<file path="src/rtl/shift_pkg.sv">
// Shared definitions for the pipelined barrel shifter: shift type codes,
// the width-independent control part of a stage payload, and a helper that
// sizes the flattened payload vector for a given operand width.
package shift_pkg;

    localparam logic [2:0] SH_LSL = 3'b000;
    localparam logic [2:0] SH_LSR = 3'b001;
    localparam logic [2:0] SH_ASR = 3'b010;
    localparam logic [2:0] SH_ROL = 3'b011;
    localparam logic [2:0] SH_ROR = 3'b100;

    // typ   : shift type code
    // sat   : amount out of range for a non-rotate type; final stage overrides data
    // nz    : original amount was non-zero (rotate carry is forced to 0 otherwise)
    // carry : non-rotate carry, resolved at decode time
    // fill  : bit shifted in from the left (sign for ASR, else 0)
    typedef struct packed {
        logic [2:0] typ;
        logic       sat;
        logic       nz;
        logic       carry;
        logic       fill;
    } stage_ctrl_t;

    // Stage payload = data + in-range shift amount bits + control.
    // Modules declare their own WIDTH-dependent struct and exchange it as a
    // flat vector of this width.
    function automatic int payload_w(input int width);
        return width + $clog2(width) + $bits(stage_ctrl_t);
    endfunction

endpackage

</file>
<file path="src/rtl/shift_stage.sv">
// One pipeline stage of the barrel shifter: conditionally shifts/rotates by
// 2**K when amount bit K is set, then registers valid + payload under the
// global advance enable. The last stage also applies the out-of-range override.
module shift_stage
    import shift_pkg::*;
#(
    parameter int WIDTH = 8,
    parameter int K     = 0,
    parameter bit LAST  = 1'b0,
    localparam int NSTG = $clog2(WIDTH),
    localparam int PW   = payload_w(WIDTH)
) (
    input  logic          clk,
    input  logic          rst_n,
    input  logic          en_i,
    input  logic          valid_i,
    input  logic [PW-1:0] pld_i,
    output logic          valid_o,
    output logic [PW-1:0] pld_o
);

    localparam int SH = 2 ** K;

    typedef struct packed {
        logic [WIDTH-1:0] data;
        logic [NSTG-1:0]  shamt;
        stage_ctrl_t      ctrl;
    } payload_t;

    payload_t pld_in;
    payload_t pld_d;
    payload_t pld_q;
    logic     valid_q;

    assign pld_in = pld_i;

    // Conditional shift by 2**K; out-of-range results collapse to the fill pattern at the end.
    always_comb begin
        pld_d = pld_in;
        if (pld_in.shamt[K]) begin
            case (pld_in.ctrl.typ)
                SH_LSL:  pld_d.data = pld_in.data << SH;
                SH_LSR:  pld_d.data = pld_in.data >> SH;
                SH_ASR:  pld_d.data = (pld_in.data >> SH)
                                    | ({WIDTH{pld_in.ctrl.fill}} << (WIDTH - SH));
                SH_ROL:  pld_d.data = (pld_in.data << SH) | (pld_in.data >> (WIDTH - SH));
                SH_ROR:  pld_d.data = (pld_in.data >> SH) | (pld_in.data << (WIDTH - SH));
                default: pld_d.data = pld_in.data;
            endcase
        end
        if (LAST && pld_in.ctrl.sat) begin
            pld_d.data = {WIDTH{pld_in.ctrl.fill}};
        end
    end

    // Stage register: every stage loads from its predecessor together, or all hold.
    always_ff @(posedge clk or negedge rst_n) begin
        if (!rst_n) begin
            valid_q <= 1'b0;
            pld_q   <= '0;
        end else if (en_i) begin
            valid_q <= valid_i;
            pld_q   <= pld_d;
        end
    end

    assign valid_o = valid_q;
    assign pld_o   = pld_q;

endmodule

</file>
<file path="src/rtl/shift_pipe.sv">
// Pipelined barrel shifter (LSL/LSR/ASR/ROL/ROR/pass) with valid/ready on both
// sides. Stage-0 decode resolves type, range and non-rotate carry up front; a
// chain of shift_stage instances does one log2 step each; rotate carry and the
// zero flag come combinationally from the final register.
module shift_pipe
    import shift_pkg::*;
#(
    parameter int WIDTH   = 8,
    parameter int SHAMT_W = 5
) (
    input  logic               clk,
    input  logic               rst_n,
    input  logic               in_valid,
    output logic               in_ready,
    input  logic [WIDTH-1:0]   in_data,
    input  logic [SHAMT_W-1:0] in_shamt,
    input  logic [2:0]         in_type,
    output logic               out_valid,
    input  logic               out_ready,
    output logic [WIDTH-1:0]   out_data,
    output logic               out_carry,
    output logic               out_zero
);

    localparam int NSTG = $clog2(WIDTH);
    localparam int PW   = payload_w(WIDTH);

    typedef struct packed {
        logic [WIDTH-1:0] data;
        logic [NSTG-1:0]  shamt;
        stage_ctrl_t      ctrl;
    } payload_t;

    payload_t       dec;
    payload_t       fin;
    logic           oor;
    logic           en;
    logic [PW-1:0]  pld_chain [NSTG+1];
    logic           vld_chain [NSTG+1];
    logic           unused_fin;

    // No bubble compression: the whole pipe advances whenever the output slot can move.
    assign en       = !out_valid || out_ready;
    assign in_ready = en;

    // Stage-0 decode: range check, saturate flag, fill bit and the non-rotate carry.
    always_comb begin
        dec            = '0;
        dec.data       = in_data;
        dec.shamt      = in_shamt[NSTG-1:0];
        dec.ctrl.typ   = in_type;
        oor            = (in_shamt >> NSTG) != '0;
        dec.ctrl.nz    = (in_shamt != '0);
        dec.ctrl.sat   = oor && ((in_type == SH_LSL) || (in_type == SH_LSR)
                                 || (in_type == SH_ASR));
        dec.ctrl.fill  = (in_type == SH_ASR) && in_data[WIDTH-1];
        dec.ctrl.carry = 1'b0;
        case (in_type)
            SH_LSL: begin
                for (int i = 0; i < WIDTH; i++) begin
                    if (in_shamt == SHAMT_W'(WIDTH - i)) dec.ctrl.carry = in_data[i];
                end
            end
            SH_LSR, SH_ASR: begin
                for (int i = 0; i < WIDTH; i++) begin
                    if (in_shamt == SHAMT_W'(i + 1)) dec.ctrl.carry = in_data[i];
                end
                if ((in_type == SH_ASR) && (in_shamt >= SHAMT_W'(WIDTH))) begin
                    dec.ctrl.carry = in_data[WIDTH-1];
                end
            end
            default: dec.ctrl.carry = 1'b0;
        endcase
    end

    assign pld_chain[0] = dec;
    assign vld_chain[0] = in_valid;

    for (genvar k = 0; k < NSTG; k++) begin : g_stage
        shift_stage #(
            .WIDTH (WIDTH),
            .K     (k),
            .LAST  (k == NSTG - 1)
        ) u_stage (
            .clk     (clk),
            .rst_n   (rst_n),
            .en_i    (en),
            .valid_i (vld_chain[k]),
            .pld_i   (pld_chain[k]),
            .valid_o (vld_chain[k+1]),
            .pld_o   (pld_chain[k+1])
        );
    end

    assign fin        = pld_chain[NSTG];
    assign out_valid  = vld_chain[NSTG];
    assign out_data   = fin.data;
    assign out_zero   = (fin.data == '0);
    assign unused_fin = ^{fin.shamt, fin.ctrl.sat, fin.ctrl.fill};

    // Rotate carry is the bit that wrapped last; a zero amount never produces a carry.
    always_comb begin
        out_carry = fin.ctrl.carry;
        if (fin.ctrl.nz && (fin.ctrl.typ == SH_ROL)) out_carry = fin.data[0];
        if (fin.ctrl.nz && (fin.ctrl.typ == SH_ROR)) out_carry = fin.data[WIDTH-1];
    end

endmodule

</file>
<file path="config.mk">
export PLATFORM = sky130hd
export DESIGN_NAME = shift_pipe
export DESIGN_NICKNAME = d
export VERILOG_FILES = /design/src/rtl/shift_pkg.sv /design/src/rtl/shift_stage.sv /design/src/rtl/shift_pipe.sv
export SDC_FILE = /design/constraint.sdc
export NUM_CORES = 1
export LEC_CHECK = 0
export ABC_CLOCK_PERIOD_IN_PS = 5100
export BUFFER_PORTS_ARGS = -buffer_cell sky130_fd_sc_hd__buf_2
export CAP_MARGIN = 0
export CELL_PAD_IN_SITES_DETAIL_PLACEMENT = 2
export CELL_PAD_IN_SITES_GLOBAL_PLACEMENT = 2
export CORE_ASPECT_RATIO = 0.75
export CORE_MARGIN = 8
export CORE_UTILIZATION = 39
export CTS_CLUSTER_DIAMETER = 150
export DETAILED_ROUTE_END_ITERATION = 10
export PLACE_DENSITY_LB_ADDON = 0.1
export REMOVE_ABC_BUFFERS = 1
export SLEW_MARGIN = 10
export SYNTH_ARGS = -nofsm -noshare
export SYNTH_HDL_FRONTEND = slang
export SYNTH_SLANG_ARGS = --single-unit
</file>
<file path="constraint.sdc">
create_clock -name clk -period 5.1 [get_ports clk]
set_input_delay 0 -clock clk [delete_from_list [all_inputs] [get_ports clk]]
set_output_delay 0 -clock clk [all_outputs]
set_load 0.005 [all_outputs]
</file>
[Word level (Yosys, flattened, before mapping)]
Cells that the tools add are included.
Storage, ports and cells
  flip-flop bits (word level): 52
  input bits: 20
  output and inout port bits: 12
  logic and storage cells: 96
Operators by class
  $lt $le $gt $ge: 1
  eq/ne operators: 22
  multiplexer cells: 27
  bitwise gates (word level): 8
  reductions and logical operators: 17
Operators by type and width (number)
  case mux 8 bit (5 select lines): 2
  two-way mux 8 bit: 4
  case mux 8 bit (4 select lines): 1
  equality test 3 x 2 -> 1 bit (second input constant): 7
  equality test 5 x 3 -> 1 bit (second input constant): 4
  two-way mux 1 bit: 19
  OR 6 x 8 -> 8 bit: 2
  OR 7 x 8 -> 8 bit: 2
  equality test 3 bit (second input constant): 4
  equality test 5 x 2 -> 1 bit (second input constant): 2
  nonzero test 5 bit: 2
  equality test 3 x 1 -> 1 bit (second input constant): 3
  zero test 3 bit: 3
  zero test 8 bit: 1
  OR 4 x 8 -> 8 bit: 1
  OR 8 x 1 -> 8 bit: 1
  OR 8 x 2 -> 8 bit: 1
  OR 8 x 4 -> 8 bit: 1
  equality test 5 x 1 -> 1 bit (second input constant): 1
  equality test 5 x 4 -> 1 bit (second input constant): 1
  greater-or-equal comparator 5 x 4 -> 1 bit (second input constant): 1
  logical AND 1 bit: 5
  OR reduction 2 bit: 2
  logical OR 1 bit: 3
  2 further kinds: 2

[Longest topological paths before layout]
Gate-level depths: netlist (run 1).
  depth in word-level cells: 11
  gate-level depth with buffers: 6
  depth with buffers taken out: 5

[Cells and area by module]
Synthesis (run 1) repeated with hierarchy kept, for this count alone.
Unflattened totals
  cell total of the unflattened synthesis: 342
  area, all modules: 3557.2 um2
Modules (own cells, without submodules)
  shift_stage (g_stage[0].u_stage): instances 1, cells each 100, area each 1078.5 um2, sequential area each 475.5 um2
  shift_stage (g_stage[1].u_stage): instances 1, cells each 93, area each 1052.3 um2, sequential area each 475.5 um2
  shift_stage (g_stage[2].u_stage): instances 1, cells each 85, area each 1009.7 um2, sequential area each 475.5 um2
  shift_pipe: instances 1, cells each 64, area each 416.6 um2, sequential area each 0.0 um2

[Least setup slack after synthesis (run 1)]
Ideal clock, no wire load.
  kind: flip-flop to flip-flop
  start: register g_stage[0].u_stage.pld_q, in the netlist g_stage[0].u_stage.pld_o[5]
  end: register g_stage[1].u_stage.pld_q, in the netlist g_stage[1].u_stage.pld_o[12]
  library setup time: 0.118 ns
  arrival: 1.523 ns
  setup slack: 3.459 ns
  cell stages (with the launch flop): 7
  period minus slack after synthesis: 1.641 ns
  cell sequence: dfrtp_1 -> buf_2 -> xnor2_1 -> mux2_2 -> o22ai_1 -> a21oi_1 -> a21o_1
On the way
  word-level cells in the longest chain between the ends: 3
  elaborated cells on any way between the ends: 7
  those cells by class: eq/ne: 4; mux: 2; reduce/logical: 1
RTL lines
  from (decl): line shift_stage.sv:32  | payload_t pld_q;
  from (signal assigned): line shift_stage.sv:63  | pld_q <= pld_d;
  equality test 3 bit, or another cell as far along: line shift_stage.sv:41  | case (pld_in.ctrl.typ)
  case mux 8 bit (5 select lines) (*): line shift_stage.sv:41
  two-way mux 8 bit (*): line shift_stage.sv:40  | if (pld_in.shamt[K]) begin
  to (signal assigned): line shift_stage.sv:63
  to (decl): line shift_stage.sv:32
Every way passes the cells marked *; elsewhere a longest branch is shown, timed or not.
A chain may end at the register's enable or synchronous reset.

[Final worst setup path (run 1)]
  start: register g_stage[2].u_stage.valid_q
  end: register g_stage[0].u_stage.pld_q, in the netlist g_stage[0].u_stage.pld_o[1]
On the way
  word-level cells in the longest chain between the ends: 2
RTL lines
  from (decl): line shift_stage.sv:33  | logic valid_q;
  from (signal assigned): line shift_stage.sv:62  | valid_q <= valid_i;
  zero test 1 bit: line shift_pipe.sv:43  | assign en = !out_valid || out_ready;
  logical OR 1 bit: line shift_pipe.sv:43
Every way passes these cells.

==> results of run 1 <==
==> kinds of logic (layout without fill, tap and decap cells) <==
| kind of cell | after synthesis | in the layout |
|---|---|---|
| AO/OA/AOI/OAI | 115 | 115 |
| XOR/XNOR | 2 | 2 |
| adder cells (fa/ha/maj) | 3 | 3 |
| buffers and inverters | 47 | 58 |
| flip-flops | 49 | 49 |
| multiplexers | 17 | 17 |
| AND/OR/NAND/NOR | 104 | 104 |
==> cells in the final DEF (no fill, tap or decap), types with 2 or more instances in the layout <==
master	synthesis	layout
nand2_1	66	66
dfrtp_1	49	49
o21ai_0	35	35
buf_2	9	31
inv_1	15	15
nor2_1	13	13
mux2i_1	13	13
a21oi_1	13	13
a221oi_1	9	9
o22a_1	7	7
o221ai_1	7	7
o22ai_1	7	7
nand3_1	6	6
a22o_1	6	6
a22oi_1	5	5
a21o_1	5	5
clkbuf_8	0	5
mux2_2	4	4
nor3_1	3	3
nor2b_1	4	3
maj3_1	3	3
o2111ai_1	3	3
a31oi_1	3	3
or4_1	2	2
or2_2	2	2
o32ai_1	2	2
nor3b_1	2	2
o211ai_1	2	2
clkinvlp_4	0	2
dlygate4sd3_1	0	2
buf_4	8	2
==> layer usage <==
metal | up-vias | track usage | share of wire
met3 | 2 | 0.0291 | 0.029
met4 | 0 | 0.0226 | 0.0033
met1 | 1362 | 0.251 | 0.51
li1 | 1235 | - | -
met2 | 38 | 0.270 | 0.45
met5 | - | 0 | 0
==> power by group <==
group / switching (mW) / leakage [nW] / internal (mW)
sequential: 0.167 / 0.591 / 0.524
combinational: 0.333 / 0.776 / 0.262
clock: 0.139 / 0.0374 / 0.0971
==> worst register-to-register path: cells and delay by family, from the launching register on <==
kind | cells | cell delay, ps
compound gates | 2 | 280
buf+inv | 2 | 640
flops | 1 | 350
simple gates | 2 | 980
==> cells in the mapped netlist (2+ instances only) <==
master	instances	area, um2
nand2_1	66	248
dfrtp_1	49	1230
o21ai_0	35	175
inv_1	15	56.3
a21oi_1	13	65.1
clkbuf_1	13	48.8
mux2i_1	13	130
nor2_1	13	48.8
a221oi_1	9	78.8
buf_2	9	45.0
buf_4	8	60.1
o221ai_1	7	61.3
o22a_1	7	61.3
o22ai_1	7	43.8
a22o_1	6	52.6
nand3_1	6	30.0
a21o_1	5	37.5
a22oi_1	5	37.5
mux2_2	4	45.0
nor2b_1	4	25.0
a31oi_1	3	18.8
maj3_1	3	30.0
nor3_1	3	15.0
o2111ai_1	3	26.3
nor3b_1	2	15.0
o211ai_1	2	15.0
o32ai_1	2	17.5
or2_2	2	12.5
or4_1	2	15.0
==> sequential cells by signal, summed over array words and instances, names as in the netlist <==
signal,count
g_stage.u_stage.pld_o,46
g_stage.u_stage.valid_o,3
==> layout make-up <==
type | count | area, um2
tap | 101 | 126
multi-input combinational | 241 | 1490
fill | 846 | 4150
timing repair buffer | 35 | 190
sequential | 49 | 1230
clock inverter | 2 | 15.0
inverter | 15 | 56.3
clock buffer | 6 | 72.6
==> metrics by stage <==
stage	cells	total power, mW	setup slack [ps]	hold slack (ps)
after floorplan	305	1.04	1570	-296
after global placement	439	1.25	2820	146
after detailed placement	439	1.29	2670	158
after CTS	449	1.54	2650	45.4
after global routing	449	1.65	2400	74.2
final	449	1.52	2730	49.9
==> how the worst max path moves through the flow <==
stage                                        to  slack, ps  cells past startpoint
floorplan           g_stage[0].u_stage.pld_o[1]       1570                      5
global placement    g_stage[0].u_stage.pld_o[1]       2820                      6
detailed placement  g_stage[0].u_stage.pld_o[1]       2670                      6
CTS                 g_stage[0].u_stage.pld_o[1]       2650                      6
global route        g_stage[0].u_stage.pld_o[1]       2400                      6
finish              g_stage[0].u_stage.pld_o[1]       2730                      6
==> metrics.csv, run 1 <==
stage,metric,value,unit
hold_path,Min-Delay Startpoint,in_type[2],
setup_path,Critical Path AT,2540,ps
drt,Avg WL per Cell,19.4,um
global_routing,largest net degree at the start of global routing,50,
cells_and_area,post-route cell area,3180,um2
cells_and_area,fin util,0.434,
timing,final cycle utilization of the critical path,0.464,
place,DP HPWL,6.39,mm
global_routing,antenna violations before repair,0,
hold_path,Hold EP,g_stage[0].u_stage.pld_o[6],
timing,Rel. slew slack,0.316,
synthesis,Synth Area in Simple Gates,0.155,
die,Die Ht,91.1,um
synthesis,Synth Area in Adders,0.0102,
synthesis,total of warnings raised by yosys,0,
drt,initial drt markers,136,
setup_path,"Largest stage delay, worst path",830,ps
drt,ANT nets after route,0,
drt,Pre-antenna DRT Iters,4,
place,GPL Wtd Cong,0.822,
synthesis,largest family of logic cells by synthesized area,compound AO/OA/AOI/OAI gates,
clocking,CTS clock-pin slew for the worst setup and hold paths,100,ps
timing,unrepaired setup endpoints after global routing,no,
cells_and_area,Area Growth Syn to Fin,8.49,%
synthesis,Seq cells post-synth,49,
cells_and_area,share of cells above drive strength 1,0.144,
synthesis,compound-gate portion of the synthesized area,0.270,
synthesis,mapped cell area,2930,um2
clocking,clk sink count,49,
synthesis,ys flop type,dfrtp_1,
setup_path,path depth of the worst reg2reg path,6,
global_routing,vias in the first global route,2836,
setup_path,maximum fanout along the worst path,49,
timing,Final setup viols,0,
timing,final-report max-slew violation count,0,
drt,DR DRC count,0,
flow_run,Max Cap Viol,0,
setup_path,critical path cell sequence,"nor2b_4, inv_1, buf_4, nand3_1, a2bb2oi_1, o211ai_1",
die,Die X,116,um
setup_path,Crit path max-delay family,simple AND/OR/NAND/NOR gates,
setup_path,Critical path origin,g_stage[2].u_stage.valid_o,
drt,WL final,8.70,mm
drt,vias,2637,
die,io pins,32,
clocking,CTS hold repair buffers,2,
clocking,post-CTS setup buffer count,0,
setup_path,crit path kind,flip-flop to flip-flop,
synthesis,post-synthesis mux area share,0.0598,
place,Area after DPL,3070,um2
run_status,outcome,completed,
die,die area,10600,um2
setup_path,slowest CP cell,nor2b_4,
timing,max frequency,422,MHz
die,row count,27,
timing,clk_skew,11.1,ps
synthesis,ys async rst share,1.00,
clocking,H-tree depth,2,
cells_and_area,Post-layout nets,367,
setup_path,Worst Setup Start Kind,flip-flop,
setup_path,CP required,5270,ps
clocking,CTS Buffer Depth,2,
power_and_ir_drop,P_leak,1.41,nW
synthesis,sequential share of the synthesized area,0.418,
synthesis,Post-synth EDFFs,0,
global_routing,first-pass GRT wire length,14.9,mm
clocking,Skew-Pair Late Insertion Delay,300,ps
hold_path,hold depth,3,
synthesis,Syn Area/Cell,8.70,um2
power_and_ir_drop,Max VDD drop,0.175,mV
timing,Worst-Margin Slew,1020,ps
synthesis,xor and xnor area share after synthesis,0.0124,
clocking,total CTS buffers,5,
place,PortBufs,31,
setup_path,Reg2Reg Capture Point,g_stage[0].u_stage.pld_o[1],
clocking,post-cts resize count,0,
clocking,Root Driver,clkbuf_8,
setup_path,register-to-register setup slack,2730,ps
global_routing,Overflow after GRT,0,
die,core area,7330,um2
timing,final-report hold violation count,0,
hold_path,Hold Crit Class,primary input to flip-flop,
timing,Sum Neg Setup Slack,0,ps
timing,fin crit period,2370,ps
setup_path,critical path buffer and inverter count,2,
clocking,CTS tree,built,
global_routing,GRT Util Overall,0.174,
synthesis,Synth cell types,50,
power_and_ir_drop,pwr dens,479,nW/um2
setup_path,RR Startpoint,g_stage[2].u_stage.valid_o,
drt,vias per cell,5.87,
synthesis,Mapped Cells,337,
setup_path,CP Capture Type,flip-flop,
cells_and_area,# diodes,0,
die,effective utilization at floorplan,0.400,
No activity file was read; power rests on OpenSTA's default activity.
==> inputs of run 2 (changes only) <==
--- a/config.mk
+++ b/config.mk
@@ -5,14 +5,14 @@
 export SDC_FILE = /design/constraint.sdc
 export NUM_CORES = 1
 export LEC_CHECK = 0
-export ABC_CLOCK_PERIOD_IN_PS = 5100
+export ABC_CLOCK_PERIOD_IN_PS = 2310
 export BUFFER_PORTS_ARGS = -buffer_cell sky130_fd_sc_hd__buf_2
 export CAP_MARGIN = 0
 export CELL_PAD_IN_SITES_DETAIL_PLACEMENT = 2
 export CELL_PAD_IN_SITES_GLOBAL_PLACEMENT = 2
 export CORE_ASPECT_RATIO = 0.75
 export CORE_MARGIN = 8
-export CORE_UTILIZATION = 39
+export CORE_UTILIZATION = 36
 export CTS_CLUSTER_DIAMETER = 150
 export DETAILED_ROUTE_END_ITERATION = 10
 export PLACE_DENSITY_LB_ADDON = 0.1
==> constraint.sdc (replaced) <==
create_clock -name clk -period 2.31 [get_ports clk]
set_input_delay 0 -clock clk [delete_from_list [all_inputs] [get_ports clk]]
set_output_delay 0 -clock clk [all_outputs]
set_load 0.005 [all_outputs]
==> run 2 against run 1 <==
Compared with the run above:
- register-to-register slack got worse by 2300 ps
- cell area rose by 1.0%
- die area is 7.0% higher
- highest routed layer unchanged
- first-iteration DRC count shrank 22%
- power grew 120%
- count of clock-buffer cells in the layout unchanged
- clock power is 120% higher
- critical path type unchanged
- worst hold slack improved by 13 ps
- via count down 2.0%
- worst setup slack got worse by 2300 ps
- global-route usage shrank 1.2 points
- non-clock buffer count is 2 higher
==> metrics.csv, run 2 (synthesis results as in run 1) <==
stage,metric,value,unit,change
setup_path,RR Startpoint,g_stage[0].u_stage.pld_o[5],,
clocking,CTS tree,built,,
power_and_ir_drop,P_leak,1.42,nW,+1.1%
drt,ANT nets after route,0,,unchanged
cells_and_area,Post-layout nets,369,,+0.54%
setup_path,register-to-register setup slack,460,ps,-2270 ps
die,core area,7880,um2,+7.5%
timing,clk_skew,16.1,ps,+5.03 ps
timing,Sum Neg Setup Slack,0,ps,unchanged
cells_and_area,# diodes,0,,unchanged
power_and_ir_drop,Max VDD drop,0.319,mV,+83%
hold_path,Hold Crit Class,primary input to flip-flop,,
setup_path,Reg2Reg Capture Point,g_stage[1].u_stage.pld_o[13],,
global_routing,antenna violations before repair,0,,unchanged
timing,final-report max-slew violation count,0,,unchanged
run_status,outcome,completed,,
timing,unrepaired setup endpoints after global routing,no,,
place,DP HPWL,6.40,mm,about the same
clocking,CTS Buffer Depth,2,,unchanged
setup_path,CP Capture Type,flip-flop,,
timing,max frequency,541,MHz,+28%
timing,Rel. slew slack,0.556,,+0.240
clocking,total CTS buffers,5,,unchanged
die,Die X,120,um,+3.5%
power_and_ir_drop,sw power,1.43,mW,+120%
power_and_ir_drop,switch share,0.420,,about the same
global_routing,Overflow after GRT,0,,unchanged
die,die area,11300,um2,+7.0%
power_and_ir_drop,Clk pwr share,0.155,,about the same
timing,fin crit period,1850,ps,-518 ps
clocking,post-cts resize count,0,,unchanged
cells_and_area,fin util,0.408,,-0.0262
global_routing,vias in the first global route,2766,,-2.5%
setup_path,critical path cell sequence,"xnor2_1, mux2_2, o22ai_1, a21oi_1, a21o_1",,
drt,Avg WL per Cell,19.3,um,-0.56%
hold_path,Min-Delay Startpoint,in_shamt[4],,
timing,final-report hold violation count,0,,unchanged
setup_path,maximum fanout along the worst path,8,,-84%
setup_path,slowest CP cell,dfrtp_1,,
clocking,Skew-Pair Late Insertion Delay,310,ps,about the same
clocking,Root Driver,clkbuf_8,,
drt,WL final,8.76,mm,+0.77%
clocking,clk sink count,49,,unchanged
timing,Worst-Margin Slew,661,ps,-363 ps
die,io pins,32,,unchanged
global_routing,GRT Util Overall,0.162,,-0.0119
cells_and_area,share of cells above drive strength 1,0.149,,+0.00489
place,Area after DPL,3110,um2,+1.1%
power_and_ir_drop,logic gate share of total power,0.398,,+0.007
die,row count,28,,+3.7%
setup_path,Worst Setup Start Kind,flip-flop,,
flow_run,Max Cap Viol,0,,unchanged
cells_and_area,most frequent cells in the layout,"nand2_1, dfrtp_1, o21ai_0",,
clocking,CTS clock-pin slew for the worst setup and hold paths,100,ps,about the same
power_and_ir_drop,Reg power frac,0.447,,-0.007
setup_path,Critical Path AT,2060,ps,-480 ps
drt,vias per cell,5.68,,-3.3%
clocking,H-tree depth,2,,unchanged
timing,final cycle utilization of the critical path,0.801,,+0.336
setup_path,crit path kind,flip-flop to flip-flop,,
cells_and_area,Largest register FFs,46,,unchanged
setup_path,CP required,2520,ps,-2750 ps
cells_and_area,Area Growth Syn to Fin,9.60,%,
place,PortBufs,31,,unchanged
global_routing,largest net degree at the start of global routing,45,,-10%
power_and_ir_drop,pwr dens,1060,nW/um2,+120%
drt,initial drt markers,106,,-22%
power_and_ir_drop,PnR Total Power,3.40,mW,+120%
die,effective utilization at floorplan,0.372,,-0.0280
cells_and_area,post-route cell area,3210,um2,+1.0%
place,GPL Wtd Cong,0.817,,-0.56%
die,Die Ht,94.2,um,+3.4%
drt,DR DRC count,0,,unchanged
drt,Pre-antenna DRT Iters,4,,unchanged
cells_and_area,"commonest non-fill, non-tap cell in the layout",nand2_1,,
setup_path,path depth of the worst reg2reg path,5,,-1
timing,Final setup viols,0,,unchanged
setup_path,"Largest stage delay, worst path",490,ps,-340 ps
power_and_ir_drop,internal cell power,1.97,mW,+120%
hold_path,Hold EP,g_stage[0].u_stage.pld_o[1],,
hold_path,hold depth,4,,+1
drt,vias,2584,,-2.0%
global_routing,first-pass GRT wire length,14.7,mm,-1.2%
run 2: cell count changes in the layout (fill, tap and decap cells not counted):
cell	delta
buf_12	+1
buf_4	+1
run 2: final cells by class:
type	instances	area, um2
clock inverter	2	15.0
clock buffer	6	72.6
inverter	15	56.3
tap	105	131
sequential	49	1230
multi-input combinational	241	1490
timing repair buffer	37	218
fill	905	4670
run 2: power by group through the flow:
stage                     registers [mW]  logic, mW  clock network (mW)
after detailed placement            1.53       1.36                   0
final                               1.52       1.35               0.528
after global routing                1.56       1.52               0.570
after floorplan                     1.42      0.889                   0
after CTS                           1.52       1.37               0.541
after global placement              1.51       1.30                   0
run 2: per-stage QoR:
stage	hold slack, ps	setup slack [ps]	instances
after floorplan	-296	-1220	305
after global placement	-43.3	564	445
after detailed placement	-32.3	517	445
after CTS	50.1	482	455
after global routing	78.0	376	455
final	62.5	461	455
run 2: what timing repair did:
item / 4_1_cts / 5_1_grt
buffers inserted: 0 / 0
hold buffers: 2 / 0
hold endpoints to repair: 18 / 0
run 2: worst max path at each step:
| stage | from | to | cells past startpoint |
|---|---|---|---|
| 2_1_floorplan | g_stage[2].u_stage.valid_o | g_stage[0].u_stage.pld_o[1] | 5 |
| 3_3_place_gp | g_stage[0].u_stage.pld_o[5] | g_stage[1].u_stage.pld_o[12] | 5 |
| 3_5_place_dp | g_stage[0].u_stage.pld_o[5] | g_stage[1].u_stage.pld_o[13] | 5 |
| 4_1_cts | g_stage[0].u_stage.pld_o[5] | g_stage[1].u_stage.pld_o[13] | 5 |
| 5_1_grt | g_stage[0].u_stage.pld_o[4] | g_stage[1].u_stage.pld_o[13] | 5 |
| 6_report | g_stage[0].u_stage.pld_o[5] | g_stage[1].u_stage.pld_o[13] | 5 |
run 2: metal layers:
metal	GRT usage	share of wire	routed length [um]	up-vias
met3	0.0312	0.023	201	8
met5	0	0	0	-
met2	0.248	0.45	3920	27
met1	0.228	0.52	4560	1310
li1	-	-	-	1239
met4	0.0394	0.0097	85	0
run 2: worst max-delay path: cells and delay by family, from the launching register on:
family	cells	cell delay, ps
flops	1	490
xor+xnor	1	470
compound gates	3	390
mux	1	400
